==> src/rtl/nrsr_pkg.sv <==
// rtl/nrsr_pkg.sv - shared state type, pixel constants and add_num clamp for the nrsr frame sequencer
package nrsr_pkg;

    typedef enum logic [1:0] {
        IDLE  = 2'd0,
        ARM   = 2'd1,
        ACCUM = 2'd2
    } nrsr_state_t;

    localparam int NRSR_WORD_PIX = 4;
    localparam int NRSR_PIX_W    = 14;

    // A zero request still means one frame; anything above the datapath depth is capped.
    function automatic logic [3:0] nrsr_clamp_add(input logic [3:0] num, input int max_add);
        logic [3:0] res;
        if (num == 4'd0) begin
            res = 4'd1;
        end else if (int'(num) > max_add) begin
            res = 4'(max_add);
        end else begin
            res = num;
        end
        return res;
    endfunction

endpackage

==> src/rtl/nrsr_frame_seq_if.sv <==
// rtl/nrsr_frame_seq_if.sv - sensor timing, config and accumulator control bundle of nrsr_frame_seq
interface nrsr_frame_seq_if #(
    parameter int XW = 12,
    parameter int YW = 12
);
    logic          sens_h_start_in;
    logic          sens_v_start_in;
    logic          sens_h_blank_in;
    logic          sens_v_blank_in;
    logic          cfg_enable;
    logic [3:0]    cfg_add_num;
    logic [YW-1:0] cfg_exp_lines;
    logic          cfg_err_clr;
    logic          acc_wr_en;
    logic          acc_first;
    logic          acc_last;
    logic          grp_done;
    logic [2:0]    frame_idx;
    logic [XW-1:0] word_x;
    logic [YW-1:0] line_y;
    logic          busy;
    logic          err_lines;

    modport master (
        output sens_h_start_in, sens_v_start_in, sens_h_blank_in, sens_v_blank_in,
        output cfg_enable, cfg_add_num, cfg_exp_lines, cfg_err_clr,
        input  acc_wr_en, acc_first, acc_last, grp_done, frame_idx, word_x, line_y, busy, err_lines
    );

    modport slave (
        input  sens_h_start_in, sens_v_start_in, sens_h_blank_in, sens_v_blank_in,
        input  cfg_enable, cfg_add_num, cfg_exp_lines, cfg_err_clr,
        output acc_wr_en, acc_first, acc_last, grp_done, frame_idx, word_x, line_y, busy, err_lines
    );

endinterface

==> src/rtl/nrsr_sync_cnt.sv <==
// rtl/nrsr_sync_cnt.sv - sensor timing decode: active word, v_blank rise, word/line counters
module nrsr_sync_cnt #(
    parameter int XW = 12,
    parameter int YW = 12
) (
    input  logic          clk_i,
    input  logic          rst_ni,
    input  logic          h_start_i,
    input  logic          v_start_i,
    input  logic          h_blank_i,
    input  logic          v_blank_i,
    output logic          active_o,
    output logic          v_rise_o,
    output logic [YW-1:0] line_idx_o,
    output logic [XW-1:0] word_x_o,
    output logic [YW-1:0] line_y_o
);

    logic          v_blank_q;
    logic [XW-1:0] x_cnt_q, x_cnt_d, x_idx;
    logic [XW-1:0] word_x_q;
    logic [YW-1:0] line_y_q, y_idx;

    assign active_o = !h_blank_i && !v_blank_i;
    assign v_rise_o = v_blank_i && !v_blank_q;

    // x_idx/y_idx are the indices of the word presented this cycle; the counters hold the next one.
    always_comb begin
        x_idx   = h_start_i ? '0 : x_cnt_q;
        x_cnt_d = x_idx;
        if (active_o && (x_idx != '1)) begin
            x_cnt_d = x_idx + 1'b1;
        end
        y_idx = line_y_q;
        if (v_start_i) begin
            y_idx = '0;
        end else if (h_start_i && (line_y_q != '1)) begin
            y_idx = line_y_q + 1'b1;
        end
    end

    always_ff @(posedge clk_i or negedge rst_ni) begin
        if (!rst_ni) begin
            v_blank_q <= 1'b0;
            x_cnt_q   <= '0;
            word_x_q  <= '0;
            line_y_q  <= '0;
        end else begin
            v_blank_q <= v_blank_i;
            x_cnt_q   <= x_cnt_d;
            word_x_q  <= x_idx;
            line_y_q  <= y_idx;
        end
    end

    assign line_idx_o = y_idx;
    assign word_x_o   = word_x_q;
    assign line_y_o   = line_y_q;

endmodule

==> src/rtl/nrsr_frame_seq.sv <==
// rtl/nrsr_frame_seq.sv - groups N sensor frames into accumulation groups and drives add_nrsr controls
// Optional line-count check enabled by defining NRSR_SEQ_LINE_CHECK_EN.
module nrsr_frame_seq
    import nrsr_pkg::*;
#(
    parameter int MAX_ADD = 8,
    parameter int XW      = 12,
    parameter int YW      = 12
) (
    input  logic           clk_72m,
    input  logic           xreset,
    nrsr_frame_seq_if.slave bus
);

    logic          active;
    logic          v_rise;
    logic [YW-1:0] line_idx;

    nrsr_sync_cnt #(
        .XW(XW),
        .YW(YW)
    ) u_sync_cnt (
        .clk_i      (clk_72m),
        .rst_ni     (xreset),
        .h_start_i  (bus.sens_h_start_in),
        .v_start_i  (bus.sens_v_start_in),
        .h_blank_i  (bus.sens_h_blank_in),
        .v_blank_i  (bus.sens_v_blank_in),
        .active_o   (active),
        .v_rise_o   (v_rise),
        .line_idx_o (line_idx),
        .word_x_o   (bus.word_x),
        .line_y_o   (bus.line_y)
    );

    nrsr_state_t state_q, state_d;
    logic [3:0]  add_num_q, add_num_d, cap_num;
    logic [2:0]  frame_idx_q, frame_idx_d;
    logic        first_q, first_d;
    logic        last_q, last_d;
    logic        done_q, done_d;
    logic        wr_en_q, wr_en_d;
    logic        busy_q, busy_d;
    logic        err_q, err_d;
    logic        capture, end_grp;

    assign cap_num = nrsr_clamp_add(bus.cfg_add_num, MAX_ADD);

    always_comb begin
        state_d     = state_q;
        add_num_d   = add_num_q;
        frame_idx_d = frame_idx_q;
        first_d     = first_q;
        last_d      = last_q;
        done_d      = 1'b0;
        capture     = 1'b0;
        end_grp     = 1'b0;
        case (state_q)
            IDLE: begin
                if (bus.cfg_enable) begin
                    state_d = ARM;
                end
            end
            ARM: begin
                if (bus.sens_v_start_in) begin
                    capture = 1'b1;
                end
            end
            ACCUM: begin
                // A v_start on the last frame means v_blank never came: close the group here.
                if (bus.sens_v_start_in && last_q) begin
                    end_grp = 1'b1;
                    capture = 1'b1;
                end else if (bus.sens_v_start_in) begin
                    frame_idx_d = frame_idx_q + 1'b1;
                    first_d     = 1'b0;
                    last_d      = (({1'b0, frame_idx_q} + 4'd2) == add_num_q);
                end else if (v_rise && last_q) begin
                    end_grp = 1'b1;
                    state_d = bus.cfg_enable ? ARM : IDLE;
                end
            end
            default: state_d = IDLE;
        endcase
        if (end_grp) begin
            done_d  = 1'b1;
            first_d = 1'b0;
            last_d  = 1'b0;
        end
        if (capture) begin
            if (bus.cfg_enable) begin
                state_d     = ACCUM;
                add_num_d   = cap_num;
                frame_idx_d = 3'd0;
                first_d     = 1'b1;
                last_d      = (cap_num == 4'd1);
            end else begin
                state_d = IDLE;
            end
        end
        wr_en_d = active && (state_d == ACCUM);
        busy_d  = (state_d != IDLE);
    end

`ifdef NRSR_SEQ_LINE_CHECK_EN
    always_comb begin
        err_d = err_q;
        if (bus.cfg_err_clr) begin
            err_d = 1'b0;
        end
        if ((state_q == ACCUM) && v_rise && ((line_idx + 1'b1) != bus.cfg_exp_lines)) begin
            err_d = 1'b1;
        end
    end
`else
    logic unused_line_check;
    assign unused_line_check = ^{bus.cfg_exp_lines, bus.cfg_err_clr, line_idx};
    assign err_d = 1'b0;
`endif

    always_ff @(posedge clk_72m or negedge xreset) begin
        if (!xreset) begin
            state_q     <= IDLE;
            add_num_q   <= 4'd0;
            frame_idx_q <= 3'd0;
            first_q     <= 1'b0;
            last_q      <= 1'b0;
            done_q      <= 1'b0;
            wr_en_q     <= 1'b0;
            busy_q      <= 1'b0;
            err_q       <= 1'b0;
        end else begin
            state_q     <= state_d;
            add_num_q   <= add_num_d;
            frame_idx_q <= frame_idx_d;
            first_q     <= first_d;
            last_q      <= last_d;
            done_q      <= done_d;
            wr_en_q     <= wr_en_d;
            busy_q      <= busy_d;
            err_q       <= err_d;
        end
    end

    assign bus.acc_wr_en = wr_en_q;
    assign bus.acc_first = first_q;
    assign bus.acc_last  = last_q;
    assign bus.grp_done  = done_q;
    assign bus.frame_idx = frame_idx_q;
    assign bus.busy      = busy_q;
    assign bus.err_lines = err_q;

endmodule

==> src/flat_wrapper.sv <==
// flat-port wrapper written by rule: the top's interface ports become plain ports
module nrsr_frame_seq_flat import nrsr_pkg::*;
#(
    parameter int MAX_ADD = 8,
    parameter int XW      = 12,
    parameter int YW      = 12
)
  (clk_72m, xreset, bus_sens_h_start_in, bus_sens_v_start_in, bus_sens_h_blank_in, bus_sens_v_blank_in, bus_cfg_enable, bus_cfg_add_num, bus_cfg_exp_lines, bus_cfg_err_clr, bus_acc_wr_en, bus_acc_first, bus_acc_last, bus_grp_done, bus_frame_idx, bus_word_x, bus_line_y, bus_busy, bus_err_lines);
  nrsr_frame_seq_if #(.XW(XW), .YW(YW)) bus_i ();
  input  logic clk_72m;
  input  logic xreset;
  input wire logic [$bits(bus_i.sens_h_start_in)-1:0] bus_sens_h_start_in;
  input wire logic [$bits(bus_i.sens_v_start_in)-1:0] bus_sens_v_start_in;
  input wire logic [$bits(bus_i.sens_h_blank_in)-1:0] bus_sens_h_blank_in;
  input wire logic [$bits(bus_i.sens_v_blank_in)-1:0] bus_sens_v_blank_in;
  input wire logic [$bits(bus_i.cfg_enable)-1:0] bus_cfg_enable;
  input wire logic [$bits(bus_i.cfg_add_num)-1:0] bus_cfg_add_num;
  input wire logic [$bits(bus_i.cfg_exp_lines)-1:0] bus_cfg_exp_lines;
  input wire logic [$bits(bus_i.cfg_err_clr)-1:0] bus_cfg_err_clr;
  output wire logic [$bits(bus_i.acc_wr_en)-1:0] bus_acc_wr_en;
  output wire logic [$bits(bus_i.acc_first)-1:0] bus_acc_first;
  output wire logic [$bits(bus_i.acc_last)-1:0] bus_acc_last;
  output wire logic [$bits(bus_i.grp_done)-1:0] bus_grp_done;
  output wire logic [$bits(bus_i.frame_idx)-1:0] bus_frame_idx;
  output wire logic [$bits(bus_i.word_x)-1:0] bus_word_x;
  output wire logic [$bits(bus_i.line_y)-1:0] bus_line_y;
  output wire logic [$bits(bus_i.busy)-1:0] bus_busy;
  output wire logic [$bits(bus_i.err_lines)-1:0] bus_err_lines;
  assign bus_i.sens_h_start_in = bus_sens_h_start_in;
  assign bus_i.sens_v_start_in = bus_sens_v_start_in;
  assign bus_i.sens_h_blank_in = bus_sens_h_blank_in;
  assign bus_i.sens_v_blank_in = bus_sens_v_blank_in;
  assign bus_i.cfg_enable = bus_cfg_enable;
  assign bus_i.cfg_add_num = bus_cfg_add_num;
  assign bus_i.cfg_exp_lines = bus_cfg_exp_lines;
  assign bus_i.cfg_err_clr = bus_cfg_err_clr;
  assign bus_acc_wr_en = bus_i.acc_wr_en;
  assign bus_acc_first = bus_i.acc_first;
  assign bus_acc_last = bus_i.acc_last;
  assign bus_grp_done = bus_i.grp_done;
  assign bus_frame_idx = bus_i.frame_idx;
  assign bus_word_x = bus_i.word_x;
  assign bus_line_y = bus_i.line_y;
  assign bus_busy = bus_i.busy;
  assign bus_err_lines = bus_i.err_lines;
  nrsr_frame_seq #(.MAX_ADD(MAX_ADD), .XW(XW), .YW(YW)) u_core (.clk_72m(clk_72m), .xreset(xreset), .bus(bus_i));
endmodule
==> config.mk <==
export PLATFORM = sky130hd
export DESIGN_NAME = nrsr_frame_seq_flat
export DESIGN_NICKNAME = d
export VERILOG_FILES = /design/src/rtl/nrsr_pkg.sv /design/src/rtl/nrsr_frame_seq_if.sv /design/src/rtl/nrsr_sync_cnt.sv /design/src/rtl/nrsr_frame_seq.sv /design/src/flat_wrapper.sv
export SDC_FILE = /design/constraint.sdc
export NUM_CORES = 1
export LEC_CHECK = 0
export BUFFER_PORTS_ARGS = -buffer_cell sky130_fd_sc_hd__buf_2
export CAP_MARGIN = 20
export CORE_ASPECT_RATIO = 1.5
export CORE_UTILIZATION = 57
export DETAILED_ROUTE_END_ITERATION = 10
export GPL_TIMING_DRIVEN = 0
export MAX_ROUTING_LAYER = met4
export PLACE_DENSITY = 0.84
export SYNTH_ARGS = -nofsm -noshare
export SYNTH_HDL_FRONTEND = slang
export SYNTH_SLANG_ARGS = --single-unit
==> constraint.sdc <==
create_clock -name clk_72m -period 4.1 [get_ports clk_72m]
set_input_delay 0.205 -clock clk_72m [delete_from_list [all_inputs] [get_ports clk_72m]]
set_output_delay 0.205 -clock clk_72m [all_outputs]
set_load 0.005 [all_outputs]
==> key figures, run 1 <==
Run status
  – Outcome: completed

Setup path
  – Crit path DAT: 2180 ps
  – Worst Path Required: 4290 ps
  – Setup crit start kind: primary input
  – Worst-path maximum fanout: 10
  – Critical R2R Launch: u_core.u_sync_cnt.x_cnt_q[0]$_DFF_PN0_
  – CP startpoint: bus_sens_h_start_in
  – WS Path Type: in -> reg
  – Crit path capture type: register

Yosys
  – Synth top area share: 52.0%
  – Ys async rst share: 100%
  – Biggest area consumer among synthesized cells: dfrtp_1
  – Post-Syn Nets: 257
  – Most common cell in the netlist: dfrtp_1
  – #FFs+latches synth: 51
  – Synth warn: 0
  – EDFF count, synth: 0
  – Sequential cell area fraction in the yosys report: 52.0%
  – Avg Synthesized Cell Area: 11.0 sq um
  – Top_reg_cell synth: dfrtp_1
  – Post-synthesis cell count: 224
  – Ranking of synthesized cells by area: dfrtp_1 (52%), xnor2_1 (4.6%), ha_1 (4.6%)
  – Commonest cells in the netlist: dfrtp_1 (51), nand2_1 (18), nor2_1 (13), nor2b_1 (13), xnor2_1 (13)
  – Number of library cell types mapped by synthesis: 50
  – Syn Std Cell Area: 0.00246 sq mm

Power
  – LEAKAGE: 1.40 nW
  – Power per standard cell area: 425 mW/mm^2
  – VDD IR max: 0.347 mV
  – Total Power: 1.21 mW

Route
  – Via count: 1830
  – Iter 0 DRT Violations: 52
  – Drt first pass iters: 4
  – WL/cell: 13.9 microns
  – Total wire length: 4.44 mm
  – Drt drc: 0
  – Vias/cell: 5.72
  – Antenna-violating nets left: 0

GRT
  – Total congestion overflow: 0
  – Number of global-route vias before repair: 1769
  – Gr usage total: 22.0%
  – Wire length of the first global-routing pass: 7.51 mm
  – Largest net degree at the start of global routing: 52
  – Initial antenna violation count: 0

STA
  – Clock Skew: 9.72 ps
  – Minimum clock period: 2000 ps
  – RSZ-0062 raised after global routing: no
  – Final hold violations: 0
  – Part of the cycle the worst path needs: 48.7%
  – TNS Setup: 0 ps
  – Fmax: 501 MHz
  – Final Setup Violations: 0
  – Max-Slew Margin vs Limit: 49.8%
  – Max Slew Vio Count: 0
  – Tightest Pin Transition: 747 ps

Place
  – Post-DP Area: 0.00272 sq mm
  – Detail Placement HPWL: 3.21 mm
  – Placer Congestion: 0.804
  – # port buffers: 41

Die
  – IO Pins: 57
  – Die H: 82.4 microns
  – Std cell rows: 28
  – Die width: 55.6 microns
  – Core Area: 0.00403 sq mm
  – Starting Density: 61.0%
  – Die Area: 0.00458 sq mm

Worst hold path
  – Min-delay worst type: in -> reg
  – Hold path startpoint: bus_sens_v_blank_in

Clock tree
  – CTS clk-pin slew, worst paths: 80 ps
  – Post-CTS Setup Inserts: 0
  – # resized after CTS: 0
  – Clock Path Buffers: 2
  – CTS buffer count: 5
  – CTS sink cnt: 51
  – Clk_lat worst skew: 300 ps
  – CTS tree: built
  – Root Driver: clkbuf_8
  – Hold Buf Count CTS: 0
  – H-tree depth: 2

Finish
  – Area Overhead vs Synth: 15.9%
  – Final Cell Area: 0.00285 sq mm
  – Antenna diodes: 0
  – Nets: 307
  – # fillers: 306
  – Share of cells above drive strength 1: 23.3%

Flow run
  – Max cap viols: 0
==> report_power, final <==
part | internal, mW | switching (mW) | leakage [nW]
registers | 0.560 | 0.0509 | 0.691
clock network | 0.154 | 0.153 | 0.0515
logic | 0.138 | 0.154 | 0.656
total | 0.852 | 0.358 | 1.40
==> critical path, stage by stage <==
cell and delay (ps):
buf_4 140, clkbuf_1 370, nor2b_1 160, ha_1 270
and4_1 190, a41oi_2 460, mux2_2 390
==> flip-flops by register name, summed over array words and instances (netlist names) <==
name                         flops
u_core.bus.acc_first             1
u_core.u_sync_cnt.line_y_o      12
u_core.u_sync_cnt.word_x_o      12
u_core.u_sync_cnt.x_cnt_q       12
u_core.bus.grp_done              1
u_core.state_q                   2
u_core.bus.acc_wr_en             1
u_core.add_num_q                 4
u_core.bus.busy                  1
u_core.bus.frame_idx             3
u_core.u_sync_cnt.v_blank_q      1
u_core.bus.acc_last              1
==> logic make-up after synthesis <==
family | count (synthesis) | synth area share (%)
XOR/XNOR | 19 | 6.78
adder cells (fa/ha/maj) | 9 | 4.58
AND/OR/NAND/NOR | 89 | 21.0
other | 1 | 0.153
flip-flops | 51 | 52.0
AO/OA/AOI/OAI | 34 | 10.3
multiplexers | 6 | 2.60
buffers and inverters | 15 | 2.65
==> per-layer routing <==
metal | vias up | wire length (microns) | track usage (%) | part of all wire, %
li1 | 887 | - | - | -
met4 | 0 | 99 | 11.5 | 2.2
met1 | 893 | 1840 | 23.6 | 42
met2 | 39 | 2340 | 38.7 | 53
met5 | - | 0 | - | 0
met3 | 11 | 149 | 4.36 | 3.4
==> placed cells by master, fill, tap and decap left out, types with 3 or more instances in the layout <==
cell type and n:
inv_1 9, nand4_1 7, o21ai_0 9, nand2b_1 3
and4b_1 3, ha_1 9, and4_1 3, mux2i_1 3
nand3_1 5, and2_1 3, o31ai_1 4, clkbuf_1 4
buf_2 41, dfrtp_1 51, xnor2_1 13, nor3_1 4
nor2b_1 13, clkbuf_8 7, a21oi_1 8, xor2_1 6
nand2_1 18, nor2_1 13
==> worst paths after layout <==
check / endpoint / slack [ps] / depth (start not counted)
min in group asynchronous: u_core.u_sync_cnt.line_y_o[9]$_DFFE_PN0P_ / 280 / 2
max: u_core.u_sync_cnt.x_cnt_q[1]$_DFF_PN0_ / 2100 / 7
min: u_core.u_sync_cnt.v_blank_q$_DFF_PN0_ / 70 / 1
min reg2reg: u_core.bus.acc_first$_DFF_PN0_ / 490 / 1
max in group asynchronous: u_core.bus.busy$_DFF_PN0_ / 3330 / 3
max reg2reg: u_core.u_sync_cnt.x_cnt_q[1]$_DFF_PN0_ / 2140 / 5
==> metrics by stage <==
stage	hold slack (ps)	setup slack, ps	util [%]	instances
after floorplan	-90.6	2100	-	224
after global placement	363	1760	67.5	310
after detailed placement	378	1800	67.5	310
after CTS	66.5	2100	69.9	318
after global routing	54.6	1910	70.7	320
final	73.3	2100	70.7	320
==> area by class of cell <==
| cell class | count | area, sq um | area share [%] |
|---|---|---|---|
| Sequential cell | 51 | 1280 | 44.8 |
| Multi-Input combinational cell | 158 | 1110 | 39.1 |
| Timing Repair Buffer | 43 | 235 | 8.26 |
| Clock buffer | 8 | 100 | 3.51 |
| Tap cell | 45 | 56.3 | 1.98 |
| Inverter | 9 | 33.8 | 1.19 |
| Buffer | 6 | 31.3 | 1.10 |
(Power assumes the default switching activity.)
==> run 2: changes to the inputs <==
--- a/config.mk
+++ b/config.mk
@@ -5,14 +5,15 @@
 export SDC_FILE = /design/constraint.sdc
 export NUM_CORES = 1
 export LEC_CHECK = 0
+export ABC_AREA = 1
 export BUFFER_PORTS_ARGS = -buffer_cell sky130_fd_sc_hd__buf_2
 export CAP_MARGIN = 20
 export CORE_ASPECT_RATIO = 1.5
-export CORE_UTILIZATION = 57
+export CORE_UTILIZATION = 55
 export DETAILED_ROUTE_END_ITERATION = 10
 export GPL_TIMING_DRIVEN = 0
 export MAX_ROUTING_LAYER = met4
-export PLACE_DENSITY = 0.84
+export PLACE_DENSITY = 0.8
 export SYNTH_ARGS = -nofsm -noshare
 export SYNTH_HDL_FRONTEND = slang
 export SYNTH_SLANG_ARGS = --single-unit
==> constraint.sdc (replaced) <==
create_clock -name clk_72m -period 2 [get_ports clk_72m]
set_input_delay 0.1 -clock clk_72m [delete_from_list [all_inputs] [get_ports clk_72m]]
set_output_delay 0.1 -clock clk_72m [all_outputs]
set_load 0.005 [all_outputs]
==> run 2 against run 1 <==
Sequential cell count did not move. Clock-buffer cell count unchanged. Core utilization decreased by 4.6 points. First-iteration DRC count grew 38%. Largest cell class unchanged. Via count is 26% higher. Clock power rose by 110%. Sequential share of layout area is 4.7 points lower. Design area up 12%. Highest routed layer unchanged.
==> key figures, run 2 <==
Die
  – Die Area: 0.00528 sq mm (+15%)
  – Std cell rows: 31 (+11%)
  – Die H: 88.5 microns (+7.4%)
  – Die width: 59.6 microns (+7.3%)
  – Core Area: 0.00481 sq mm (+19%)
  – IO Pins: 57 (unchanged)
  – Starting Density: 57.0% (-4.0 points)

GRT
  – Largest net degree at the start of global routing: 30 (-42%)
  – Number of global-route vias before repair: 2141 (+21%)
  – Initial antenna violation count: 0 (unchanged)
  – Total congestion overflow: 0 (unchanged)
  – Gr usage total: 22.3% (+0.38 points)
  – Wire length of the first global-routing pass: 8.78 mm (+17%)

Setup path
  – Register-to-Register Path Depth: 10 (+5)
  – Slowest cell on crit path: dfrtp_1
  – Crit path capture type: register
  – Worst-path maximum fanout: 6 (-4)
  – CP startpoint: u_core.u_sync_cnt.x_cnt_q[0]$_DFF_PN0_
  – R2r setup slk: 100 ps (-2040 ps)
  – Setup crit start kind: register
  – Crit path DAT: 2100 ps (-80 ps)
  – Worst Path Required: 2200 ps (-2090 ps)
  – R2R Path End: u_core.u_sync_cnt.x_cnt_q[10]$_DFF_PN0_
  – CP Cell Sequence: inv_1 > nor2_1 > ha_1 > inv_1 > nor3_4 > nand2_1 > nor2_1 > nand3_1 > nand2_1 > nand2_1
  – Top cell by count, worst path: nand2_1
  – Critical Path Sink: u_core.u_sync_cnt.x_cnt_q[10]$_DFF_PN0_
  – Slowest cell delay on critical path: 400 ps (-60 ps)
  – Critical R2R Launch: u_core.u_sync_cnt.x_cnt_q[0]$_DFF_PN0_
  – WS Path Type: reg -> reg

Route
  – Drt drc: 0 (unchanged)
  – Drt first pass iters: 4 (unchanged)
  – Vias/cell: 5.00 (-13%)
  – Total wire length: 5.37 mm (+21%)
  – WL/cell: 11.6 microns (-16%)
  – Antenna-violating nets left: 0 (unchanged)
  – Via count: 2306 (+26%)
  – Iter 0 DRT Violations: 72 (+38%)

Finish
  – Nets: 427 (+39%)
  – Area Overhead vs Synth: 16.0% (about the same)
  – Share of cells above drive strength 1: 20.3% (-3.0 points)
  – Most common cell after layout, fill and taps aside: nand2_1
  – Final Cell Area: 0.00318 sq mm (+12%)
  – Cell Count, Final, Fillers Out: 461 (+44%)
  – Commonest non-fill, non-tap cells in the layout: nand2_1 (113), dfrtp_1 (51), inv_1 (44), buf_2 (42), nor2_1 (29)
  – Post-layout util: 66.1% (-4.6 points)
  – Antenna diodes: 0 (unchanged)

Clock tree
  – Root Driver: clkbuf_8
  – CTS sink cnt: 51 (unchanged)
  – CTS buffer count: 5 (unchanged)
  – H-tree depth: 2 (unchanged)
  – Clk_lat worst skew: 300 ps (about the same)
  – CTS tree: built
  – CTS clk-pin slew, worst paths: 90 ps (about the same)
  – Clock Path Buffers: 2 (unchanged)

STA
  – RSZ-0062 raised after global routing: no
  – Final Setup Violations: 0 (unchanged)
  – TNS Setup: 0 ps (unchanged)
  – Setup slack after layout: 99.1 ps (-2010 ps)
  – Max Slew Vio Count: 0 (unchanged)
  – Fmax: 526 MHz
  – Tightest Pin Transition: 530 ps (-217 ps)
  – Worst hold slack: 23.1 ps (-50.2 ps)
  – Part of the cycle the worst path needs: 95.0%
  – Final hold violations: 0 (unchanged)
  – Max-Slew Margin vs Limit: 64.7% (+15 points)
  – Clock Skew: 9.21 ps (-0.508 ps)
  – Minimum clock period: 1900 ps

Yosys
  – Post-synthesis cell count: 342 (+53%)
  – Biggest area consumer among synthesized cells: dfrtp_1
  – Commonest cells in the netlist: nand2_1 (113), dfrtp_1 (51), inv_1 (44)
  – Ranking of synthesized cells by area: dfrtp_1 (47%), nand2_1 (15%), inv_1 (6.0%)
  – Sequential cell area fraction in the yosys report: 46.6% (-5.4 points)
  – Number of library cell types mapped by synthesis: 31 (-38%)
  – Syn Std Cell Area: 0.00274 sq mm (+12%)
  – Top_reg_cell synth: dfrtp_1
  – Most common cell in the netlist: nand2_1
  – Avg Synthesized Cell Area: 8.02 sq um (-27%)
  – Ys async rst share: 100% (unchanged)
  – Post-Syn Nets: 375 (+46%)
  – Synth warn: 0 (unchanged)
  – Synth top area share: 46.6% (-5.4 points)
  – EDFF count, synth: 0 (unchanged)
  – #FFs+latches synth: 51 (unchanged)

Power
  – VDD IR max: 0.445 mV (+28%)
  – Total Power: 2.43 mW (+100%)
  – LEAKAGE: 1.73 nW (+23%)
  – Power per standard cell area: 763 mW/mm^2 (+80%)

Place
  – # port buffers: 42 (+2.4%)
  – Post-DP Area: 0.00305 sq mm (+12%)
  – Dpl cells: 451 (+45%)
  – Pre-CTS WS: 116 ps (-1680 ps)
  – Placer Congestion: 0.898 (+12%)
  – Detail Placement HPWL: 4.07 mm (+27%)

Worst hold path
  – Hold path startpoint: bus_cfg_add_num[1]
  – Min-delay worst type: in -> reg

Run status
  – Outcome: completed

Flow run
  – Max cap viols: 0 (unchanged)
run 2: changes by cell type after synthesis, moves of 4 or more:
| cell | delta |
|---|---|
| inv_2 | +4 |
| nor2b_1 | -13 |
| xnor2_1 | -11 |
| nand4_1 | +5 |
| nand2_2 | +4 |
| nand2_1 | +95 |
| o31ai_1 | -4 |
| nor2_1 | +16 |
| nand3_1 | +15 |
| inv_1 | +35 |
| nor2_2 | +9 |
run 2: report_power, final:
group	internal, mW	total, mW	switching [mW]
Combinational	0.229	0.563	0.334
Clock	0.316	0.630	0.314
Sequential	1.14	1.23	0.0894
Total	1.69	2.43	0.737
run 2: cell families (layout without fill, tap and decap cells):
family / after synthesis / after routing / share of synthesized area (%)
AND/OR/NAND/NOR: 196 / 196 / 33.0
flip-flops: 51 / 51 / 46.6
XOR/XNOR: 11 / 11 / 3.79
AO/OA/AOI/OAI: 21 / 21 / 4.20
multiplexers: 1 / 1 / 0.411
other: 1 / 1 / 0.137
buffers and inverters: 52 / 105 / 7.80
adder cells (fa/ha/maj): 9 / 9 / 4.11
run 2: worst max-delay path, delay by kind of cell, from the launching register on:
| family | cells | cell delay (ps) |
|---|---|---|
| and+or+nand+nor | 7 | 1040 |
| DFF | 1 | 400 |
| adders and majority gates | 1 | 220 |
| buffers and inverters | 2 | 140 |
run 2: routing by layer:
layer / vias to the layer above / global-route usage [%] / part of all wire [%]
met5: - / - / 0
met4: 0 / 7.82 / 1.8
met3: 14 / 3.51 / 3.2
met2: 52 / 40.6 / 53
met1: 1073 / 23.9 / 42
li1: 1167 / - / -
run 2: how the worst min path moves through the flow:
stage                                                  endpoint  cells after the start
after global routing            u_core.add_num_q[1]$_DFFE_PN0P_                      3
final                           u_core.add_num_q[1]$_DFFE_PN0P_                      3
after floorplan                 u_core.add_num_q[0]$_DFFE_PN0P_                      0
after global placement    u_core.u_sync_cnt.v_blank_q$_DFF_PN0_                      1
after CTS                       u_core.add_num_q[1]$_DFFE_PN0P_                      3
after detailed placement      u_core.bus.frame_idx[0]$_DFF_PN0_                      1
run 2: area by class of cell:
class / instances / area [sq um]
timing repair buffer: 45 / 250
multi-input combinational: 239 / 1260
buffer: 4 / 33.8
sequential: 51 / 1280
clock buffer: 8 / 100
fill: 425 / 1630
tap: 66 / 82.6
inverter: 48 / 180
run 2: repair_timing:
item,4_1_cts,5_1_grt
buffers inserted,0,0
hold endpoints to repair,23,0
gates resized for setup,0,1
hold buffers,2,0
endpoints found under the setup margin,0,1
==> run 3: changes to the inputs <==
--- a/config.mk
+++ b/config.mk
@@ -9,11 +9,11 @@
 export BUFFER_PORTS_ARGS = -buffer_cell sky130_fd_sc_hd__buf_2
 export CAP_MARGIN = 20
 export CORE_ASPECT_RATIO = 1.5
-export CORE_UTILIZATION = 55
+export CORE_UTILIZATION = 25
 export DETAILED_ROUTE_END_ITERATION = 10
 export GPL_TIMING_DRIVEN = 0
 export MAX_ROUTING_LAYER = met4
-export PLACE_DENSITY = 0.8
+export SKIP_CTS_REPAIR_TIMING = 1
 export SYNTH_ARGS = -nofsm -noshare
 export SYNTH_HDL_FRONTEND = slang
 export SYNTH_SLANG_ARGS = --single-unit
==> constraint.sdc (replaced) <==
create_clock -name clk_72m -period 1.7 [get_ports clk_72m]
set_input_delay 0.085 -clock clk_72m [delete_from_list [all_inputs] [get_ports clk_72m]]
set_output_delay 0.085 -clock clk_72m [all_outputs]
set_load 0.005 [all_outputs]
==> run 3 against run 2 <==
Hold slack lost 15 ps. Register-to-register slack worse by 40 ps. Non-clock buffer count is 11 higher. Cell count is 19% higher. Design area rose by 9.1%. Combinational power increased by 58%. Critical path depth fell by 1. Clock power rose by 60%. First-iteration DRC count is 15% lower. Maximum frequency up 16%. Die area is 120% higher. Critical path type unchanged.
==> key figures, run 3 (synthesized netlist as in run 2, its figures left out) <==
Run status
  – Outcome: completed

Clock tree
  – Clock Path Buffers: 2 (unchanged)
  – CTS sink cnt: 51 (unchanged)
  – CTS clk-pin slew, worst paths: 70 ps (-20 ps)
  – Root Driver: clkbuf_16
  – H-tree depth: 2 (unchanged)
  – CTS buffer count: 5 (unchanged)
  – CTS tree: built
  – Clk_lat worst skew: 290 ps (about the same)

Worst hold path
  – Min-delay worst type: in -> reg
  – Hold Crit Depth: 3 (unchanged)

Power
  – Logic gate share of total power: 26.6% (+3.4 points)
  – Power per standard cell area: 967 mW/mm^2 (+27%)
  – Pint: 2.32 mW (+37%)
  – Clock power share: 30.0% (+4.0 points)
  – Sequential share of power: 43.4% (-7.4 points)
  – Sw frac: 30.9% (+0.50 points)
  – LEAKAGE: 1.81 nW (+4.6%)
  – Total Power: 3.36 mW (+38%)
  – P_sw: 1.04 mW (+41%)
  – VDD IR max: 0.387 mV (-13%)

Route
  – Drt first pass iters: 4 (unchanged)
  – Via count: 2335 (+1.3%)
  – Drt drc: 0 (unchanged)
  – Iter 0 DRT Violations: 61 (-15%)
  – Total wire length: 6.50 mm (+21%)
  – Vias/cell: 4.25 (-15%)
  – Antenna-violating nets left: 0 (unchanged)
  – WL/cell: 11.8 microns (+1.8%)

Setup path
  – Register-to-Register Path Depth: 9 (-1)
  – Setup crit start kind: register
  – Worst Path Required: 1880 ps (-320 ps)
  – Crit path capture type: register
  – Worst-path maximum fanout: 6 (unchanged)
  – WS Path Type: reg -> reg
  – Crit path DAT: 1820 ps (-280 ps)

Die
  – Starting Density: 25.7% (-31 points)
  – Die Area: 0.0114 sq mm (+120%)
  – Std cell rows: 46 (+48%)
  – IO Pins: 57 (unchanged)
  – Die H: 130 microns (+47%)
  – Die width: 87.5 microns (+47%)
  – Core Area: 0.0106 sq mm (+120%)

Finish
  – Cell Count, Final, Fillers Out: 549 (+19%)
  – Final Cell Area: 0.00347 sq mm (+9.1%)
  – Nets: 438 (+2.6%)
  – Share of cells above drive strength 1: 26.2% (+5.9 points)
  – Commonest non-fill, non-tap cells in the layout: nand2_1 (109), dfrtp_1 (50), buf_2 (42), inv_1 (40), nor2_1 (26)
  – Area Overhead vs Synth: 26.6%
  – Post-layout util: 32.6% (-34 points)
  – Antenna diodes: 0 (unchanged)
  – Most common cell after layout, fill and taps aside: nand2_1

STA
  – Final hold violations: 0 (unchanged)
  – Minimum clock period: 1640 ps (-261 ps)
  – Final Setup Violations: 0 (unchanged)
  – Worst hold slack: 8.41 ps (-14.7 ps)
  – TNS Setup: 0 ps (unchanged)
  – Max Slew Vio Count: 0 (unchanged)
  – Max-Slew Margin vs Limit: 64.6% (-0.071 points)
  – Part of the cycle the worst path needs: 96.4% (+1.4 points)
  – Setup slack after layout: 60.4 ps (-38.7 ps)
  – Fmax: 610 MHz (+16%)
  – Clock Skew: 4.56 ps (-4.65 ps)
  – Tightest Pin Transition: 531 ps (+1.07 ps)

Place
  – Post-DP Area: 0.00315 sq mm (+3.2%)
  – Pre-CTS WS: -215 ps (-331 ps)
  – Dpl cells: 529 (+17%)
  – Detail Placement HPWL: 4.72 mm (+16%)
  – # port buffers: 42 (unchanged)
  – Placer Congestion: 0.812 (-9.6%)

Flow run
  – Max cap viols: 0 (unchanged)

GRT
  – Number of global-route vias before repair: 2217 (+3.5%)
  – Wire length of the first global-routing pass: 10.2 mm (+16%)
  – Largest net degree at the start of global routing: 31 (+3.3%)
  – Total congestion overflow: 0 (unchanged)
  – Initial antenna violation count: 0 (unchanged)
  – Gr usage total: 12.0% (-10 points)
[run 3: changes by cell type in the layout (fill, tap and decap cells not counted), moves of 3 or more]
cell,delta
buf_4,+11
clkbuf_8,-6
clkbuf_16,+5
inv_1,-4
nand2_1,-4
inv_4,+3
nand2_2,+3
nor2_1,-3
[run 3: power groups by stage]
stage          Clock, mW  Sequential (mW)  Combinational (mW)
2_1_floorplan          0             1.46               0.460
4_1_cts             1.04             1.46               0.700
5_1_grt             1.09             1.47               0.997
3_3_place_gp           0             1.47               0.643
6_report            1.01             1.46               0.892
3_5_place_dp           0             1.48               0.678
[run 3: critical path, cell delays in order (launching register included)]
cell	delay (ps)
dfrtp_1	420
inv_2	80
buf_4	160
ha_4	260
nand2_2	80
nor2_4	180
inv_4	70
nor2_4	150
inv_2	40
o21a_1	100
[run 3: final timing paths]
kind | to | slack (ps) | from
worst max register to register | u_core.add_num_q[3]$_DFFE_PN0P_ | 60 | u_core.state_q[0]$_DFF_PN0_
worst min register to register | u_core.add_num_q[1]$_DFFE_PN0P_ | 510 | u_core.add_num_q[1]$_DFFE_PN0P_
worst min-delay path | u_core.add_num_q[1]$_DFFE_PN0P_ | 8 | bus_cfg_add_num[1]
min in group asynchronous | u_core.bus.acc_first$_DFF_PN0_ | 310 | xreset
worst max-delay path | u_core.add_num_q[3]$_DFFE_PN0P_ | 60 | u_core.state_q[0]$_DFF_PN0_
max in group asynchronous | u_core.u_sync_cnt.line_y_o[0]$_DFFE_PN0P_ | 840 | xreset
[run 3: metal layers]
| layer | share of wire [%] | track usage (%) |
|---|---|---|
| met2 | 55 | 22.7 |
| met3 | 2.6 | 2.28 |
| met1 | 40 | 11.7 |
| met5 | 0 | - |
| met4 | 2.3 | 5.11 |
[run 3: area by class of cell]
| class | count | area [sq um] |
|---|---|---|
| timing repair buffer | 56 | 333 |
| buffer | 4 | 33.8 |
| sequential | 51 | 1280 |
| multi-input combinational | 239 | 1310 |
| clock buffer | 6 | 139 |
| inverter | 48 | 188 |
| clock inverter | 1 | 5.00 |
| fill | 1113 | 7180 |
| tap | 144 | 180 |
